===== config.mk =====
export PLATFORM = sky130hd
export DESIGN_NAME = proc_control
export DESIGN_NICKNAME = d
export VERILOG_FILES = /design/src/rtl/proc_control_pkg.sv /design/src/rtl/proc_control_dec3to8.sv /design/src/rtl/proc_control.sv
export SDC_FILE = /design/constraint.sdc
export NUM_CORES = 1
export LEC_CHECK = 0
export ABC_AREA = 1
export ABC_CLOCK_PERIOD_IN_PS = 2600
export CORE_MARGIN = 2
export CORE_UTILIZATION = 39
export CTS_CLUSTER_DIAMETER = 80
export DETAILED_ROUTE_END_ITERATION = 6
export PLACE_DENSITY = 0.84
export SYNTH_ARGS = -nofsm -noshare
export SYNTH_HDL_FRONTEND = slang
export SYNTH_SLANG_ARGS = --single-unit

===== constraint.sdc =====
create_clock -name Clock -period 2.6 [get_ports Clock]
set_clock_uncertainty 0.1 [all_clocks]
set_input_delay 0.52 -clock Clock [delete_from_list [all_inputs] [get_ports Clock]]
set_output_delay 0.52 -clock Clock [all_outputs]
set_load 0.02 [all_outputs]

===== src/rtl/proc_control_pkg.sv =====
// Shared constants for the processor control path: opcodes (also decoded by
// the ALU), FSM state encoding and a small register-select request struct.
package proc_control_pkg;

    // 4-bit opcodes taken from IR[15:12]
    localparam logic [3:0] OP_ADD = 4'b0000;
    localparam logic [3:0] OP_SUB = 4'b0001;
    localparam logic [3:0] OP_SLT = 4'b0010;
    localparam logic [3:0] OP_SLL = 4'b0011;
    localparam logic [3:0] OP_SLR = 4'b0100;
    localparam logic [3:0] OP_AND = 4'b0101;
    localparam logic [3:0] OP_MV  = 4'b0110;
    localparam logic [3:0] OP_MVI = 4'b0111;

    // FSM state encoding
    localparam logic [1:0] T0 = 2'd0;
    localparam logic [1:0] T1 = 2'd1;
    localparam logic [1:0] T2 = 2'd2;
    localparam logic [1:0] T3 = 2'd3;

    // Request to the one-hot register select decoders
    typedef struct packed {
        logic       en;
        logic [2:0] sel;
    } regsel_t;

    // ALU opcodes are the six codes below mv; the top half of the space is illegal
    function automatic logic is_alu_op(input logic [3:0] op);
        return (op[3] == 1'b0) && (op != OP_MV) && (op != OP_MVI);
    endfunction

endpackage


===== src/rtl/proc_control_dec3to8.sv =====
// 3-to-8 one-hot decoder with enable; drives register write enables and
// register bus-drive selects.
module dec3to8 (
    input  logic       en,
    input  logic [2:0] sel,
    output logic [7:0] y
);

    // one-hot expansion, all zeros when disabled
    always_comb begin
        y = '0;
        if (en) y[sel] = 1'b1;
    end

endmodule


===== src/rtl/proc_control.sv =====
// Multi-cycle control FSM for a simple 8-register processor. Fetches an
// instruction word in T0, then sequences bus, register and ALU strobes over
// T1..T3. All strobes are combinational from state, IR and Run, and are
// forced low while reset is asserted.
module proc_control
    import proc_control_pkg::*;
(
    input  logic        Clock,
    input  logic        Resetn,
    input  logic        Run,
    input  logic [15:0] DIN,
    output logic        IRin,
    output logic [7:0]  Rin,
    output logic [7:0]  Rout,
    output logic        Ain,
    output logic        Gin,
    output logic        Gout,
    output logic        DINout,
    output logic [3:0]  alu_op,
    output logic        Done,
    output logic        Busy
);

    logic [1:0]  state, state_nxt;
    logic [15:0] ir;

    logic [3:0]  op;
    logic [2:0]  rx, ry;
    logic        unused_ir_low;

    assign op = ir[15:12];
    assign rx = ir[11:9];
    assign ry = ir[8:6];
    assign unused_ir_low = ^ir[5:0];

    // unmasked strobe requests from the decode logic
    regsel_t     rin_req, rout_req;
    logic        irin_c, ain_c, gin_c, gout_c, dinout_c, done_c;
    logic [3:0]  alu_c;

    // state register; reset aborts any instruction in flight
    always_ff @(posedge Clock or negedge Resetn) begin
        if (!Resetn) state <= T0;
        else         state <= state_nxt;
    end

    // instruction register, captured on the fetch cycle
    always_ff @(posedge Clock or negedge Resetn) begin
        if (!Resetn)   ir <= 16'h0000;
        else if (IRin) ir <= DIN;
    end

    // next-state and strobe decode
    always_comb begin
        state_nxt = state;
        rin_req   = '0;
        rout_req  = '0;
        irin_c    = 1'b0;
        ain_c     = 1'b0;
        gin_c     = 1'b0;
        gout_c    = 1'b0;
        dinout_c  = 1'b0;
        done_c    = 1'b0;
        alu_c     = 4'b0000;
        case (state)
            T0: begin
                irin_c    = Run;
                state_nxt = Run ? T1 : T0;
            end
            T1: begin
                state_nxt = T0;
                if (op == OP_MV) begin
                    rout_req = '{en: 1'b1, sel: ry};
                    rin_req  = '{en: 1'b1, sel: rx};
                    done_c   = 1'b1;
                end else if (op == OP_MVI) begin
                    dinout_c = 1'b1;
                    rin_req  = '{en: 1'b1, sel: rx};
                    done_c   = 1'b1;
                end else if (is_alu_op(op)) begin
                    // first operand into A, then continue to the ALU cycle
                    rout_req  = '{en: 1'b1, sel: rx};
                    ain_c     = 1'b1;
                    state_nxt = T2;
                end else begin
                    // illegal opcode: retire without touching registers
                    done_c = 1'b1;
                end
            end
            T2: begin
                rout_req  = '{en: 1'b1, sel: ry};
                gin_c     = 1'b1;
                alu_c     = op;
                state_nxt = T3;
            end
            T3: begin
                gout_c    = 1'b1;
                rin_req   = '{en: 1'b1, sel: rx};
                done_c    = 1'b1;
                state_nxt = T0;
            end
            default: state_nxt = T0;
        endcase
    end

    dec3to8 u_dec_rin (
        .en  (rin_req.en & Resetn),
        .sel (rin_req.sel),
        .y   (Rin)
    );

    dec3to8 u_dec_rout (
        .en  (rout_req.en & Resetn),
        .sel (rout_req.sel),
        .y   (Rout)
    );

    // reset masks every strobe, including a fetch requested by Run
    assign IRin   = irin_c   & Resetn;
    assign Ain    = ain_c    & Resetn;
    assign Gin    = gin_c    & Resetn;
    assign Gout   = gout_c   & Resetn;
    assign DINout = dinout_c & Resetn;
    assign Done   = done_c   & Resetn;
    assign alu_op = alu_c & {4{Resetn}};
    assign Busy   = (state != T0) & Resetn;

endmodule


==> reports/qor.yml, run 1 <==
fp.coreArea_sq_um: 2190
ys_warn_count: 0
drtPass1Iterations: 4
ys.flop_type: "dfrtp_1"
hold_class: "reg -> reg"
avgSynthCellArea_sq_um: 6.56
gp_congestion: 0.812
syn_nets: 160
dieArea_sq_um: 2700
hold_viol: 0
ys_top_cells_by_area: "dfrtp_1 (33%), nand2_1 (15%), nor2_1 (11%)"
status: "completed"
path_max_fanout: 5
seq_area_frac_synth: 0.334
io_buffers: 39
ios: 46
die_w_um: 52.0
grt_util_all_layers: 0.194
gr-total-overflow: 0
vias: 1025
reg2reg_from: "state[0]"
drt_first_iter_violations: 13
cts_max_path_buffers: 2
holdWs_ns: 0.404
areaGrowthSynthToFinish_pct: 49.7
crit_start: "Resetn"
syn_area_sq_um: 898
clk_pin_slew_ns: 0.08
cts_setup_buffers: 0
post-route-util: 0.614
cap_violations: 0
dp_hpwl_mm: 1.99
max-vdd-ir-drop_v: 0.000504
antenna_found_initial: 0
wl_per_cell_um: 11.1
synth_common_cells: "nand2_1 (36), nor2_1 (26), inv_1 (17)"
hp-start: "ir[7]"
drive_gt1_frac: 0.168
power.density_nw_per_um2: 833
ant_nets: 0
insertion_delay_ns: 0.27
synth_edf_count: 0
ys_seq_elements: 12
min_path_cells: 2
path_class: "in -> out"
synth_most_common_cell: "nand2_1"
rsz0062_at_grt: "false"
via_per_inst: 4.81
crit_path_start_kind: "primary input"
critical_path_arrival_ns: 1.87
synthCells: 137
drc: 0
final_nets: 209
cts_root_buffer: "clkbuf_4"
maxSlewViolCount: 0
power_leakage_nw: 0.767
cts_tree: "built"
htreeDepth: 1
initial_core_util: 0.410
fp-row-count: 17
grt_pass1_wl_mm: 3.93
max_freq_mhz: 401
total_power_mw: 1.12
grt_max_degree: 19
yosys.area.top_type: "dfrtp_1"
drt-total-wl_mm: 2.37
period_share: 0.959
grt_pass1_vias: 944
worstPathRequired_ns: 1.98
ys_async_sr_fraction: 1.00
end_kind: "output port"
synth_top_area_share: 0.334
ff2ff_setup_slack_ns: 0.98
ff2ff_path_depth: 8
slew_headroom: 0.842
cts_buffers: 3
min_period_ns: 2.49
antenna_cells: 0
max_slew.worst_pin.slew_ns: 0.236
yosysUniqueCellTypes: 18
finalSetupViolCount: 0
cts.sinks: 12
die_y_um: 52.0
hold_buffers: 0
layout make-up:
type / count / area, sq um
clock buffer: 4 / 36.3
fill: 206 / 846
inverter: 20 / 75.1
multi-input combinational: 103 / 513
sequential: 12 / 300
tap: 28 / 35.0
timing repair buffer: 46 / 385
sequential cells by signal, indices dropped and copies added, names as in the netlist, named ones only:
name	cells
state	1
ir	10
final timing paths:
check                              end
min in group asynchronous       ir[12]
worst min-delay path             ir[7]
worst min register to register   ir[7]
worst max register to register   ir[6]
worst max-delay path              Gout
max in group asynchronous       ir[10]
layer usage:
metal	up-vias	global-route usage	part of all wire
met5	-	0	0
met3	0	0.0230	0.050
met2	28	0.365	0.53
met4	0	0.0789	0
li1	533	-	-
met1	464	0.217	0.42
cells by family after synthesis:
| logic type | share of synthesized area |
|---|---|
| fa+ha+maj | 0.0557 |
| compound gates | 0.0669 |
| simple gates | 0.446 |
| buf+inv | 0.0975 |
| flops | 0.334 |
cells in the final DEF (no fill, tap or decap):
cell	synthesis	layout
o211ai_1	1	1
nor2_4	3	3
dlymetal6s2s_1	0	1
dlygate4sd2_1	0	16
nor2_1	26	26
buf_4	1	7
nand2_4	1	1
clkbuf_2	0	8
o21ai_0	9	9
inv_1	17	17
inv_2	3	3
nand3_1	15	15
clkbuf_4	0	3
nand3_2	1	1
clkbuf_8	0	1
nand4_1	2	2
dfrtp_1	12	12
a22oi_1	1	1
nand2_2	3	3
clkdlybuf4s15_1	0	1
ha_1	4	3
clkdlybuf4s50_1	0	13
ha_2	0	1
nor4_1	1	1
nand2_1	36	36
critical path: stages:
cell and delay [ns]:
clkdlybuf4s50_1 0.50, buf_4 0.14, nand2_1 0.06, inv_1 0.06, clkdlybuf4s50_1 0.59
where the power goes:
part	leakage (nW)	switching (mW)	internal, mW
Sequential	0.150	0.0909	0.278
Clock	0.0210	0.0634	0.0851
Combinational	0.596	0.379	0.224
Total	0.767	0.533	0.587
through the flow:
step,cell area [sq um],setup TNS (ns),std cells,setup WS [ns]
floorplan,898,0,137,0.511
global placement,1360,-2.40,209,-0.165
detailed placement,1360,-2.30,209,-0.176
CTS,1370,0,213,0.0119
global route,1350,0,213,0.00606
finish,1350,0,213,0.105
what timing repair did:
item,in CTS,in global routing
endpoints found under the hold margin,0,0
cloned,0,0
endpoints found under the setup margin,25,10
gates resized for setup,26,18
Note: power is estimated with default switching activity, not from simulation.
==> run 2: changes to the inputs <==
Settings changed: PLACE_DENSITY 0.84 to 0.79, TNS_END_PERCENT from default to 50.
==> reports/qor.yml, run 2 (synthesis results as in run 1) <==
fp-row-count: 17
dp_hpwl_mm: 1.99
drtPass1Iterations: 4
hold_buffers: 0
crit_end: "alu_op[2]"
status: "completed"
layout_commonest_cell: "nand2_1"
fillCellCount: 195
end_kind: "output port"
grt_util_all_layers: 0.197
dp_slack_ns: -0.271
ios: 46
total_power_mw: 1.11
multiInputGateArea_sq_um: 515
fp.coreArea_sq_um: 2190
gr-total-overflow: 0
post-route-util: 0.625
final_cell_mix: "nand2_1 (36), nor2_1 (26), clkdlybuf4s50_1 (18), inv_1 (17), nand3_1 (15)"
areaGrowthSynthToFinish_pct: 52.4
finalSetupViolCount: 0
initial_core_util: 0.410
die_y_um: 52.0
ff2ff_path_depth: 8
maxSlewViolCount: 0
power.density_nw_per_um2: 811
drt_first_iter_violations: 7
grt_max_degree: 19
ff2ff_setup_slack_ns: 1.02
hold_class: "in -> async"
place_inst: 212
vias: 1030
max_freq_mhz: 393
drc: 0
regArea_sq_um: 300
max-vdd-ir-drop_v: 0.000444
reg2reg_from: "state[0]"
wl_per_cell_um: 11.3
top_regs: "ir (10), state (1)"
crit_path_start_kind: "primary input"
dieArea_sq_um: 2700
insertion_delay_ns: 0.27
antenna_cells: 0
gp_congestion: 0.831
rsz0062_at_grt: "true"
busiest_layer: "met2"
cts_root_buffer: "clkbuf_4"
path_max_fanout: 8
max_slew.worst_pin.slew_ns: 0.323
path_class: "in -> out"
cts.sinks: 12
grt_util_met3: 0.0345
cts_max_path_buffers: 2
drive_gt1_frac: 0.182
top_register: "ir"
largest_register_ffs: 10
critical_path_arrival_ns: 1.93
cts_tree: "built"
stdcell_count: 215
antenna_found_initial: 0
setup_slack_ns: 0.0545
grt_pass1_vias: 956
period_share: 0.979
use_met1: 0.242
cts_setup_buffers: 0
io_buffers: 39
die_w_um: 52.0
cts_resized: 19
via_per_inst: 4.79
min_period_ns: 2.55
ant_nets: 0
cap_violations: 0
slew_headroom: 0.785
r2r-end: "ir[7]"
use_met2: 0.335
fin_tns_setup_ns: 0
htreeDepth: 1
hold_viol: 0
power_leakage_nw: 0.781
clk_pin_slew_ns: 0.08
crit_start: "Resetn"
cts_buffers: 3
grt_pass1_wl_mm: 3.96
final_nets: 212
worstPathRequired_ns: 1.98
drt-total-wl_mm: 2.44
## run 2: cell types whose count changed in the layout (fill, tap and decap cells not counted), sizes merged
cell	previous run	this run
clkbuf	12	11
dlygate4sd2	16	10
clkdlybuf4s50	13	18
clkdlybuf4s15	1	0
buf	7	10
dlymetal6s2s	1	3
## run 2: metal layers
layer	routed length, um	share of wire	up-vias
met1	1050	0.43	463
met5	0	0	-
met3	141	0.058	5
met4	40	0.016	0
li1	-	-	527
met2	1210	0.50	35
## run 2: critical path, cell delays in order
cell,delay (ns)
dlygate4sd2_1,0.39
buf_4,0.18
nand2_1,0.12
nor2_1,0.11
clkdlybuf4s50_1,0.61
## run 2: worst min path at each step
stage,depth (start not counted),start,to
global placement,2,ir[8],ir[8]
finish,2,Resetn,state[0]
global route,2,Resetn,state[0]
floorplan,0,Resetn,asynchronous set/reset pin
CTS,2,Resetn,state[0]
detailed placement,2,ir[7],ir[7]
## run 2: through the flow
step,hold slack [ns],area (sq um)
2_1_floorplan,0.124,898
3_3_place_gp,0.391,1390
3_5_place_dp,0.397,1390
4_1_cts,0.386,1390
5_1_grt,0.413,1370
6_report,0.390,1370
## run 2: layout make-up
type	count	area share
clock buffers	3	0.0165
inverters	20	0.0548
multi-input cells	103	0.377
flip-flops and latches	12	0.219
well taps	28	0.0256
repair buffers	49	0.307
## run 2: power breakdown
group | internal, mW | total, mW | switching (mW)
logic | 0.241 | 0.625 | 0.384
clock network | 0.0536 | 0.117 | 0.0637
registers | 0.278 | 0.367 | 0.0896
